$ cat src/rtl/reg_op_pkg.sv
// Shared widths, opcodes and FSM state encoding for the register-op sequencer.
package reg_op_pkg;
  localparam int DATA_W = 32;
  localparam int ADDR_W = 3;

  localparam logic [1:0] OP_LOADI = 2'b00;
  localparam logic [1:0] OP_MOV   = 2'b01;
  localparam logic [1:0] OP_ADD   = 2'b10;
  localparam logic [1:0] OP_SUB   = 2'b11;

  typedef enum logic [1:0] {
    IDLE   = 2'd0,
    READ_A = 2'd1,
    READ_B = 2'd2,
    WRITE  = 2'd3
  } seqState_t;
endpackage

$ cat src/rtl/reg_op_sequencer_if.sv
// Op request/status handshake plus the register-file read and write ports.
interface reg_op_sequencer_if;
  logic                          start;
  logic [1:0]                    op;
  logic [reg_op_pkg::ADDR_W-1:0] src_a;
  logic [reg_op_pkg::ADDR_W-1:0] src_b;
  logic [reg_op_pkg::ADDR_W-1:0] dst;
  logic [reg_op_pkg::DATA_W-1:0] imm;
  logic                          busy;
  logic                          done;
  logic [reg_op_pkg::ADDR_W-1:0] rf_rAddr;
  logic [reg_op_pkg::DATA_W-1:0] rf_rData;
  logic                          rf_we;
  logic [reg_op_pkg::ADDR_W-1:0] rf_wAddr;
  logic [reg_op_pkg::DATA_W-1:0] rf_wData;

  modport slave (
    input  start, op, src_a, src_b, dst, imm, rf_rData,
    output busy, done, rf_rAddr, rf_we, rf_wAddr, rf_wData
  );

  modport master (
    output start, op, src_a, src_b, dst, imm, rf_rData,
    input  busy, done, rf_rAddr, rf_we, rf_wAddr, rf_wData
  );
endinterface

$ cat src/rtl/reg_op_alu.sv
// Combinational result path for the sequencer; wraps modulo 2^DATA_W.
module reg_op_alu
  import reg_op_pkg::*;
(
  input  logic [1:0]        op,
  input  logic [DATA_W-1:0] imm,
  input  logic [DATA_W-1:0] opA,
  input  logic [DATA_W-1:0] opB,
  output logic [DATA_W-1:0] result
);

  always_comb begin
    result = '0;
    unique case (op)
      OP_LOADI: result = imm;
      OP_MOV:   result = opA;
      OP_ADD:   result = opA + opB;
      OP_SUB:   result = opA - opB;
      default:  result = '0;
    endcase
  end

endmodule

$ cat src/rtl/reg_op_sequencer.sv
// Multicycle micro-op sequencer: reads operands through the single register-file
// read port, computes LOADI/MOV/ADD/SUB, writes the result back and pulses done.
//
// state  | meaning
// IDLE   | waiting for start; request fields latched on acceptance
// READ_A | rf_rAddr = src_a, first operand captured at the edge
// READ_B | rf_rAddr = src_b, second operand captured at the edge (ADD/SUB)
// WRITE  | rf_we high, result driven to dst; done follows next cycle
module reg_op_sequencer
  import reg_op_pkg::*;
(
  input  logic               clk,
  input  logic               reset,
  reg_op_sequencer_if.slave  bus
);

  seqState_t         state, nextState;
  logic              accept;
  logic [1:0]        opReg;
  logic [ADDR_W-1:0] srcBReg;
  logic [ADDR_W-1:0] dstReg;
  logic [ADDR_W-1:0] rAddrReg;
  logic [DATA_W-1:0] immReg;
  logic [DATA_W-1:0] opA;
  logic [DATA_W-1:0] opB;
  logic              doneReg;
  logic [DATA_W-1:0] result;

  assign accept = (state == IDLE) && bus.start;

  always_ff @(posedge clk or posedge reset) begin
    if (reset) state <= IDLE;
    else       state <= nextState;
  end

  always_comb begin
    nextState    = state;
    bus.busy     = (state != IDLE);
    bus.rf_we    = 1'b0;
    bus.rf_wData = '0;
    bus.rf_wAddr = dstReg;
    bus.rf_rAddr = rAddrReg;
    bus.done     = doneReg;
    unique case (state)
      IDLE: begin
        if (bus.start) nextState = (bus.op == OP_LOADI) ? WRITE : READ_A;
      end
      READ_A: nextState = (opReg == OP_MOV) ? WRITE : READ_B;
      READ_B: nextState = WRITE;
      WRITE: begin
        bus.rf_we    = 1'b1;
        bus.rf_wData = result;
        nextState    = IDLE;
      end
      default: nextState = IDLE;
    endcase
  end

  // The read address is registered one state early so the combinational
  // read data is already valid for the whole READ_A/READ_B cycle.
  always_ff @(posedge clk or posedge reset) begin
    if (reset) begin
      opReg    <= OP_LOADI;
      srcBReg  <= '0;
      dstReg   <= '0;
      rAddrReg <= '0;
      immReg   <= '0;
      opA      <= '0;
      opB      <= '0;
      doneReg  <= 1'b0;
    end else begin
      doneReg <= (state == WRITE);
      if (accept) begin
        opReg   <= bus.op;
        srcBReg <= bus.src_b;
        dstReg  <= bus.dst;
        immReg  <= bus.imm;
        if (bus.op != OP_LOADI) rAddrReg <= bus.src_a;
      end
      if (state == READ_A) begin
        opA <= bus.rf_rData;
        if (opReg != OP_MOV) rAddrReg <= srcBReg;
      end
      if (state == READ_B) opB <= bus.rf_rData;
    end
  end

  reg_op_alu u_alu (
    .op     (opReg),
    .imm    (immReg),
    .opA    (opA),
    .opB    (opB),
    .result (result)
  );

endmodule
$ cat src/flat_wrapper.sv
// flat-port wrapper written by rule: the top's interface ports become plain ports
module reg_op_sequencer_flat import reg_op_pkg::*;
  (clk, reset, bus_start, bus_op, bus_src_a, bus_src_b, bus_dst, bus_imm, bus_rf_rData, bus_busy, bus_done, bus_rf_rAddr, bus_rf_we, bus_rf_wAddr, bus_rf_wData);
  reg_op_sequencer_if bus_i ();
  input  logic clk;
  input  logic reset;
  input wire logic [$bits(bus_i.start)-1:0] bus_start;
  input wire logic [$bits(bus_i.op)-1:0] bus_op;
  input wire logic [$bits(bus_i.src_a)-1:0] bus_src_a;
  input wire logic [$bits(bus_i.src_b)-1:0] bus_src_b;
  input wire logic [$bits(bus_i.dst)-1:0] bus_dst;
  input wire logic [$bits(bus_i.imm)-1:0] bus_imm;
  input wire logic [$bits(bus_i.rf_rData)-1:0] bus_rf_rData;
  output wire logic [$bits(bus_i.busy)-1:0] bus_busy;
  output wire logic [$bits(bus_i.done)-1:0] bus_done;
  output wire logic [$bits(bus_i.rf_rAddr)-1:0] bus_rf_rAddr;
  output wire logic [$bits(bus_i.rf_we)-1:0] bus_rf_we;
  output wire logic [$bits(bus_i.rf_wAddr)-1:0] bus_rf_wAddr;
  output wire logic [$bits(bus_i.rf_wData)-1:0] bus_rf_wData;
  assign bus_i.start = bus_start;
  assign bus_i.op = bus_op;
  assign bus_i.src_a = bus_src_a;
  assign bus_i.src_b = bus_src_b;
  assign bus_i.dst = bus_dst;
  assign bus_i.imm = bus_imm;
  assign bus_i.rf_rData = bus_rf_rData;
  assign bus_busy = bus_i.busy;
  assign bus_done = bus_i.done;
  assign bus_rf_rAddr = bus_i.rf_rAddr;
  assign bus_rf_we = bus_i.rf_we;
  assign bus_rf_wAddr = bus_i.rf_wAddr;
  assign bus_rf_wData = bus_i.rf_wData;
  reg_op_sequencer u_core (.clk(clk), .reset(reset), .bus(bus_i));
endmodule
$ cat config.mk
export PLATFORM = sky130hd
export DESIGN_NAME = reg_op_sequencer_flat
export DESIGN_NICKNAME = d
export VERILOG_FILES = /design/src/rtl/reg_op_pkg.sv /design/src/rtl/reg_op_sequencer_if.sv /design/src/rtl/reg_op_alu.sv /design/src/rtl/reg_op_sequencer.sv /design/src/flat_wrapper.sv
export SDC_FILE = /design/constraint.sdc
export NUM_CORES = 1
export LEC_CHECK = 0
export CORE_MARGIN = 2
export CORE_UTILIZATION = 49
export CTS_CLUSTER_SIZE = 8
export DETAILED_ROUTE_END_ITERATION = 12
export PLACE_DENSITY_LB_ADDON = 0.3
export SYNTH_ARGS = -nofsm -noshare
export SYNTH_HDL_FRONTEND = slang
export SYNTH_HIERARCHICAL = 1
export SYNTH_SLANG_ARGS = --single-unit
$ cat constraint.sdc
create_clock -name clk -period 7.1 [get_ports clk]
set_clock_uncertainty 0.1 [all_clocks]
set_input_delay 2.13 -clock clk [delete_from_list [all_inputs] [get_ports clk]]
set_output_delay 2.13 -clock clk [all_outputs]
set_load 0.01 [all_outputs]
======== Yosys cells after proc, flatten, opt, wreduce, memory -nomap -nowiden ========
Cells that the tools add are included.
operators by class
  add/subtract/negate cells ............... 2
  mux-type cells .......................... 11
  reductions and logical operators ........ 6
  equality and inequality tests ........... 8
operators with widths
  kind                number
  $pmux 32 s4         1
  $add 32x32->32      1
  $mux 32             1
  $sub 32x32->32      1
  $mux 3              4
  $eq 2x2->1 const B  4
  $pmux 2 s4          1
  $logic_not 2->1     3
  $eq 2x1->1 const B  2
  $mux 2              2
  $reduce_bool 2->1   2
  $mux 1              2
  $ne 2x1->1 const B  1
  $ne 2x2->1 const B  1
  $logic_and 1x1->1   1
word-level totals
  word-level logic and storage cells ...... 36
  output and inout bits ................... 41
  flip-flop bits (word level) ............. 110

======== Longest topological paths before layout ========
  depth after elaboration ................. 5
  gate-level depth with buffers ........... 20
  mapped depth without buffers ............ 19

======== Cells and area by module ========
Netlist, hierarchy kept.
by module, submodules not included
  module            cells each  area an instance (um^2)  times used
  reg_op_sequencer  289         4421.7                   1
  reg_op_alu        445         3009.1                   1

======== Least setup slack after synthesis ========
Ideal clock, no wire load.
  path type ............................... flip-flop to output port
  start point ............................. register u_core.opB[4]
  end point ............................... output bus_rf_wData[24]
  arrival ................................. 3946 ps
  setup slack ............................. 924 ps
  path buffers ............................ 1
  stages on the path, launching flop included .. 17
  data required time ...................... 4870 ps
  cells stage by stage .................... dfrtp_1 or4_4 nor3_2 nand2_1 or3_1 or2_2 o21ai_0 xor2_1 ha_1 clkbuf_1 nand2_1 or3b_2 o311a_1 o21ai_0 xnor2_1 o21ai_0 and2_1
between the ends
  longest elaborated chain between the ends .. 3
  elaborated cells on any way between the ends .. 4
ends and longest elaborated chain
  element                                                  RTL line                            source
  from (decl)                                              reg_op_sequencer.sv:25              logic [DATA_W-1:0] opB;
  from (signal assigned)                                   reg_op_sequencer.sv:84              if (state == READ_B) opB <= bus.rf_rData;
  $sub 32x32->32 / $add 32x32->32 (equally long branches)  reg_op_alu.sv:18, reg_op_alu.sv:17
  $pmux 32 s4 (*)                                          reg_op_alu.sv:14                    unique case (op)
  via u_core.result[24]                                    reg_op_sequencer.sv:27              logic [DATA_W-1:0] result;
  $mux 32 (*)                                              reg_op_sequencer.sv:44              unique case (state)
  to (decl)                                                flat_wrapper.sv:19                  output wire logic [$bits(bus_i.rf_wData)-1:0] bus_rf_wData;
Mark *: on every way through the listed nets, which the timed path passes. The rest lies on a longest branch.

======== Worst setup path in the final report ========
  start point ............................. register u_core.opB[0]
  end point ............................... output bus_rf_wData[17]
Same word-level chain as after synthesis.

==> flow_summary.yaml <==
sta:
  timing_worst_slew_pin_value_ns: 1.11
  period_minus_slack_ns: 6.84
  final-setup-viol-count: 0
  hold_violations: 0
  period_share: 0.964
  final-max-slew-violation-count: 0
  setup_ws_ns: 0.256
  relSlewSlack: 0.257
  fmax_mhz: 146
route:
  routed_wl_um: 20400
  route.detailed.vias_per_inst: 5.83
  drt_drc_violations_left: 0
  wl_per_cell_um: 19.5
  detail_route.iter0.violations: 384
  detailroute.via_count: 6102
  detail-route-antenna-nets: 0
  dr.pass1.iters: 6
clock_network:
  cts.sinks: 110
  cts_tree: "yes"
  numCtsBuffers: 9
  cts_hold_buf: 0
  worstSkewPairLatency_ns: 0.36
  ctsLongestPathBuffers: 2
  cts-htree-levels: 3
  cts.reportedPaths.clkPinSlew_ns: 0.08
  clk_root_buffer_cell: "sky130_fd_sc_hd__clkbuf_16"
floorplan:
  io-pin-count: 119
  die_w_um: 127
  initial_utilization: 0.494
  die_height_um: 127
  die_area_um2: 16200
  core-area_um2: 15000
  floorplan.rows: 45
grt:
  grt_antenna_before_repair: 0
  vias_in_the_first_global_route: 6341
  pin_count_of_the_biggest_net_entering_global_routing: 71
  grt_pass1_wl_um: 33200
  grt_remaining_overflow: 0
  global_route.usage.total: 0.260
synthesis:
  sequential_share_of_the_synthesized_area: 0.370
  syn_nets: 850
  synth_largest_area_cell: "sky130_fd_sc_hd__dfrtp_1"
  postSynthAreaPerCell_um2: 10.1
  synth_area_leaders: "sky130_fd_sc_hd__dfrtp_1 37%, sky130_fd_sc_hd__mux2_2 17%, sky130_fd_sc_hd__ha_1 6.2%"
  netlist_instances: 734
  synth-edff-count: 0
  netlist_area_um2: 7430
  async_flop_share: 1.00
  synth_top_flop_cell: "sky130_fd_sc_hd__dfrtp_1"
  synth-warning-count: 6
  area_share_of_the_largest_cell_type_after_synthesis: 0.370
  post_synth_num_cell_types: 56
  yosys_register_bits: 110
critical_path:
  timing.critical_path.required_ns: 4.87
  worst-setup-path-type: "reg -> out"
  end_kind: "primary output"
  worstPathArrival_ns: 4.61
  cp_slowest_stage_delay_ns: 0.53
  crit_family: "compound AO/OA/AOI/OAI gates"
  startpoint_type: "flip-flop"
  timing.critical_path.buf_inv: 2
  worstPathMaxFanout: 5
  critPathSlowestCell: "sky130_fd_sc_hd__clkdlybuf4s50_1"
  cp_cell_instances: "inv_1 > ha_1 > nand2b_1 > o21ai_0 > xor2_1 > ha_1 > a21o_1 > or3_1 > o21a_1 > a21oi_2 > o21ai_1 > a31oi_1 > xor2_1 > a21oi_1 > and2_1 > clkdlybuf4s50_1"
final_layout:
  area.growth.synth_to_final_pct: 28.1
  final_layout_size_suffix_gt1_frac: 0.259
  n_antenna_cell: 0
  layout_net_count: 969
  fillCellCount: 1236
placed_design:
  numPortBuffers: 118
  preCtsSetupSlack_ns: -0.101
  gp_congestion: 0.895
  dpl.hpwl_um: 14600
worst_hold_path:
  min_path_type: "reg -> reg"
job:
  max_cap_viol_count: 0
outcome:
  outcome: "finished clean"
==> logic make-up after synthesis <==
logic type / after synthesis / synth area share
xor gates and xnor gates: 56 / 0.0660
muxes: 136 / 0.203
DFF: 110 / 0.370
buffers and inverters: 63 / 0.0338
AOI/OAI and AO/OA: 167 / 0.144
adders and majority gates: 38 / 0.0650
and+or+nand+nor: 164 / 0.119
==> layout make-up <==
type                       count  area [um2]  area share
clock inverter                 6        63.8     0.00671
timing repair buffer         151        1450       0.152
clock buffer                  10         239      0.0251
sequential                   110        2760       0.290
tap                          188         235      0.0247
inverter                      20        77.6     0.00815
multi-input combinational    561        4700       0.494
==> placed cells by master (no fill, tap or decap), drive strengths merged, types with 9 or more instances in the layout <==
cell type      instances
inv                   24
mux2                 115
nor2b                 11
o31ai                  9
nor2                  22
clkdlybuf4s50        109
nand3                  9
ha                    37
nand2                 44
xor2                  32
buf                   33
xnor2                 24
a21oi                 43
and2                  34
clkbuf                10
dfrtp                110
a211oi                14
mux2i                 21
o21ai                 55
==> cell usage after synthesis, types with 3 or more instances <==
cell type / n
sky130_fd_sc_hd__mux2_2: 113
sky130_fd_sc_hd__dfrtp_1: 110
sky130_fd_sc_hd__o21ai_0: 55
sky130_fd_sc_hd__nand2_1: 44
sky130_fd_sc_hd__a21oi_1: 43
sky130_fd_sc_hd__ha_1: 37
sky130_fd_sc_hd__and2_1: 33
sky130_fd_sc_hd__xor2_1: 32
sky130_fd_sc_hd__clkbuf_1: 28
sky130_fd_sc_hd__xnor2_1: 24
sky130_fd_sc_hd__nor2_1: 22
sky130_fd_sc_hd__mux2i_1: 21
sky130_fd_sc_hd__inv_1: 20
sky130_fd_sc_hd__a211oi_1: 14
sky130_fd_sc_hd__buf_2: 12
sky130_fd_sc_hd__nor2b_1: 11
sky130_fd_sc_hd__nand3_1: 9
sky130_fd_sc_hd__nand2b_1: 8
sky130_fd_sc_hd__a21o_1: 7
sky130_fd_sc_hd__nor3_1: 7
sky130_fd_sc_hd__o31ai_1: 7
sky130_fd_sc_hd__nand4_1: 6
sky130_fd_sc_hd__o21bai_1: 6
sky130_fd_sc_hd__o41ai_1: 6
sky130_fd_sc_hd__or3_1: 6
sky130_fd_sc_hd__o211ai_1: 5
sky130_fd_sc_hd__or4_1: 4
sky130_fd_sc_hd__a311oi_1: 3
sky130_fd_sc_hd__a41oi_1: 3
sky130_fd_sc_hd__buf_1: 3
sky130_fd_sc_hd__o21a_1: 3
==> repair_timing <==
action | in CTS | in global routing
pin swaps | 12 | 12
setup endpoints to repair | 9 | 16
resized for setup | 32 | 44
setup buffers | 9 | 3
gates cloned | 0 | 0
==> through the flow <==
step                TNS [ns]  instance area (um2)  utilization  cells  hold WS (ns)
floorplan                  0                 7430            -    734         0.371
global placement      -0.216                 8830        0.588   1018         0.382
detailed placement    -0.101                 8830        0.588   1018         0.391
CTS                  -0.0173                 9320        0.620   1043         0.409
global route         -0.0156                 9520        0.633   1046         0.424
finish                     0                 9520        0.633   1046         0.407
==> state kept, by name (all words and copies together) (netlist names) <==
| register | flops |
|---|---|
| u_core/bus.done | 1 |
| u_core/bus.rf_rAddr | 3 |
| u_core/bus.rf_wAddr | 3 |
| u_core/immReg | 32 |
| u_core/opA | 32 |
| u_core/opB | 32 |
| u_core/opReg | 2 |
| u_core/srcBReg | 3 |
| u_core/state | 2 |
==> worst paths after layout <==
path                       depth (start not counted)                endpoint  slack, ns         startpoint
max                                               16        bus_rf_wData[17]       0.26      u_core/opB[0]
min                                                1       u_core/immReg[17]       0.41  u_core/immReg[17]
max reg2reg                                        5  u_core/bus.rf_rAddr[1]       4.49    u_core/state[1]
min reg2reg                                        1       u_core/immReg[17]       0.41  u_core/immReg[17]
max in group asynchronous                          3       u_core/immReg[21]       3.61              reset
min in group asynchronous                          2        u_core/immReg[3]       2.21              reset
==> routing by layer <==
layer	GRT usage	part of all wire	vias to the layer above	wire [um]
li1	-	-	2887	-
met2	0.425	0.47	170	9700
met3	0.0494	0.051	24	1040
met4	0.0698	0.017	0	342
met5	0	0	-	0
met1	0.357	0.46	3021	9360
Power is left out: the tool's default activity adds up to more than one toggle a clock period on the data nets, which glitch-free logic cannot reach.
==> variant (same flow settings) <==
Encoding of `seqState_t`: now Gray code (2 bits for 4 states).
--- a/src/rtl/reg_op_pkg.sv
+++ b/src/rtl/reg_op_pkg.sv
@@ -10,8 +10,8 @@
 
   typedef enum logic [1:0] {
-    IDLE   = 2'd0,
-    READ_A = 2'd1,
-    READ_B = 2'd2,
-    WRITE  = 2'd3
+    IDLE   = 2'b00,
+    READ_A = 2'b01,
+    READ_B = 2'b11,
+    WRITE  = 2'b10
   } seqState_t;
 endpackage
Behaviour: same outputs for any inputs over 10 cycles, from zero or initial values and one cycle with reset high; not proved beyond that.
==> variant against the unedited design <==
- setup slack lost 0.13 ns
- critical endpoint is now bus_rf_wData[29]
- via count grew 4.0%
- sequential cell count is the same
- cell area shrank 2.3%
- synthesized area grew 1.9%
- global-route usage shrank 2.1 points
- critical path depth shrank 2
- hold slack lost 0.038 ns
- largest cell class unchanged
- routed wire length shrank 5.7%
Power is not shown: default switching activity piles up to over one toggle a cycle in this logic, so the estimate is an artifact.
==> variant: results (changes against the unedited design) <==
Setup path
  • WP data arrival: 4.74 ns (+0.13 ns)
  • Startpoint types: register
  • Crit path max fanout: 7 (+2)
  • Crit-path leading delay family: simple AND/OR/NAND/NOR gates
  • Worst reg2reg path depth: 4 (-1)
  • Crit path from: u_core/opB[10]
  • CP max-delay cell: or4_4
  • Worst R2R Setup Slack: 5.06 ns (+0.57 ns)
  • RR Endpoint: u_core/immReg[20]
  • End point of the critical path: bus_rf_wData[29]
  • CP peak stage delay: 0.57 ns (+0.04 ns)
  • Reg-to-Reg Start: u_core/state[0]

CTS
  • Clk Latency, worst-skew pair: 0.36 ns (about the same)
  • Root Driver: clkbuf_16
  • TritonCTS buffer count: 9 (unchanged)
  • Setup bufs post-CTS: 0 (-9)
  • Clk slew on worst S/H paths: 0.07 ns
  • Clock buffer depth: 2 (unchanged)
  • CTS resizes: 3 (-91%)

Timing
  • Period Utilization, post-route: 0.982 (+0.0178)
  • WHS: 0.369 ns (-0.0380 ns)
  • Tightest Pin Transition: 1.17 ns (+0.0551 ns)

Placement
  • Pre-CTS WS: 0.331 ns (+0.432 ns)
  • Placer Congestion: 0.932 (+4.1%)
  • Dpl cell area: 8830 sq um (about the same)
  • HPWL Detailed: 13800 um (-5.7%)
  • Port Buffers: 118 (unchanged)
  • Dpl cells: 1099 (+8.0%)

Routing
  • Drt initial violations: 470 (+22%)
  • Wire per inst: 17.2 um (-12%)
  • Total wire length: 19300 um (-5.7%)
  • Drt pass-1 iters: 5 (-1)
  • Vias/cell: 5.68 (-2.7%)

Layout
  • Layout Nets: 1036 (+6.9%)
  • Share of cells above drive strength 1: 0.153 (-0.106)
  • Largest registers: u_core/immReg: 32 flops, u_core/opA: 32 flops, u_core/opB: 32 flops
  • Antenna cells: 0 (unchanged)

Global route
  • Global-route wire length before repair: 30800 um (-7.1%)
  • Initial antenna violation count: 0 (unchanged)
  • Largest net degree at the start of global routing: 70 (-1.4%)
  • Vias in the first global route: 6082 (-4.1%)
  • Total track usage: 0.239 (-0.0211)

Logic synthesis
  • Syn_area_per_cell: 9.15 sq um (-9.7%)
  • Syn. warnings: 6 (unchanged)
  • Most frequent cells after synthesis: nand2_1, dfrtp_1, mux2_2, a21oi_1, and2_1
  • Largest cells by area after synthesis: dfrtp_1, mux2_2, nand2_1
  • Unique cell type count in the Yosys netlist: 59 (+5.4%)
  • Syn Nets: 939 (+10%)
  • Seq/Total Area, Yosys: 0.364 (-0.00692)

Worst hold path
  • Worst hold start: u_core/immReg[16]
  • Worst Hold Path Cells: 2 (+1)
  • Min-Delay Path Class: register to register
  • WHS Endpoint: u_core/immReg[16]

Status
  • Status: complete, no violations
[variant: changes by cell type after synthesis, sizes merged, moves of 8 or more]
cell and delta:
buf +8, mux2 -46, mux2i +12, nand2 +120, nor2 +10, o21ai -15
[variant: final cells by class]
cell class,count,area (sq um)
flip-flops and latches,110,2760
well taps,188,235
clock inverters,4,30.0
repair buffers,131,1280
multi-input cells,658,4670
inverters,15,58.8
clock buffers,12,267
fillers,1287,5850
[variant: kinds of logic after synthesis]
logic type,after synthesis,synth area share
multiplexers,102,0.147
adder cells (fa/ha/maj),33,0.0555
flip-flops,110,0.364
AO/OA/AOI/OAI,151,0.126
buffers and inverters,60,0.0402
AND/OR/NAND/NOR,318,0.206
XOR/XNOR,54,0.0625
[variant: per-layer routing]
metal | up-vias | wire [um] | global-route usage
met3 | 21 | 1110 | 0.0501
met1 | 3043 | 9260 | 0.339
met4 | 0 | 298 | 0.0653
met2 | 196 | 8610 | 0.372
li1 | 3087 | - | -
met5 | - | 0 | 0
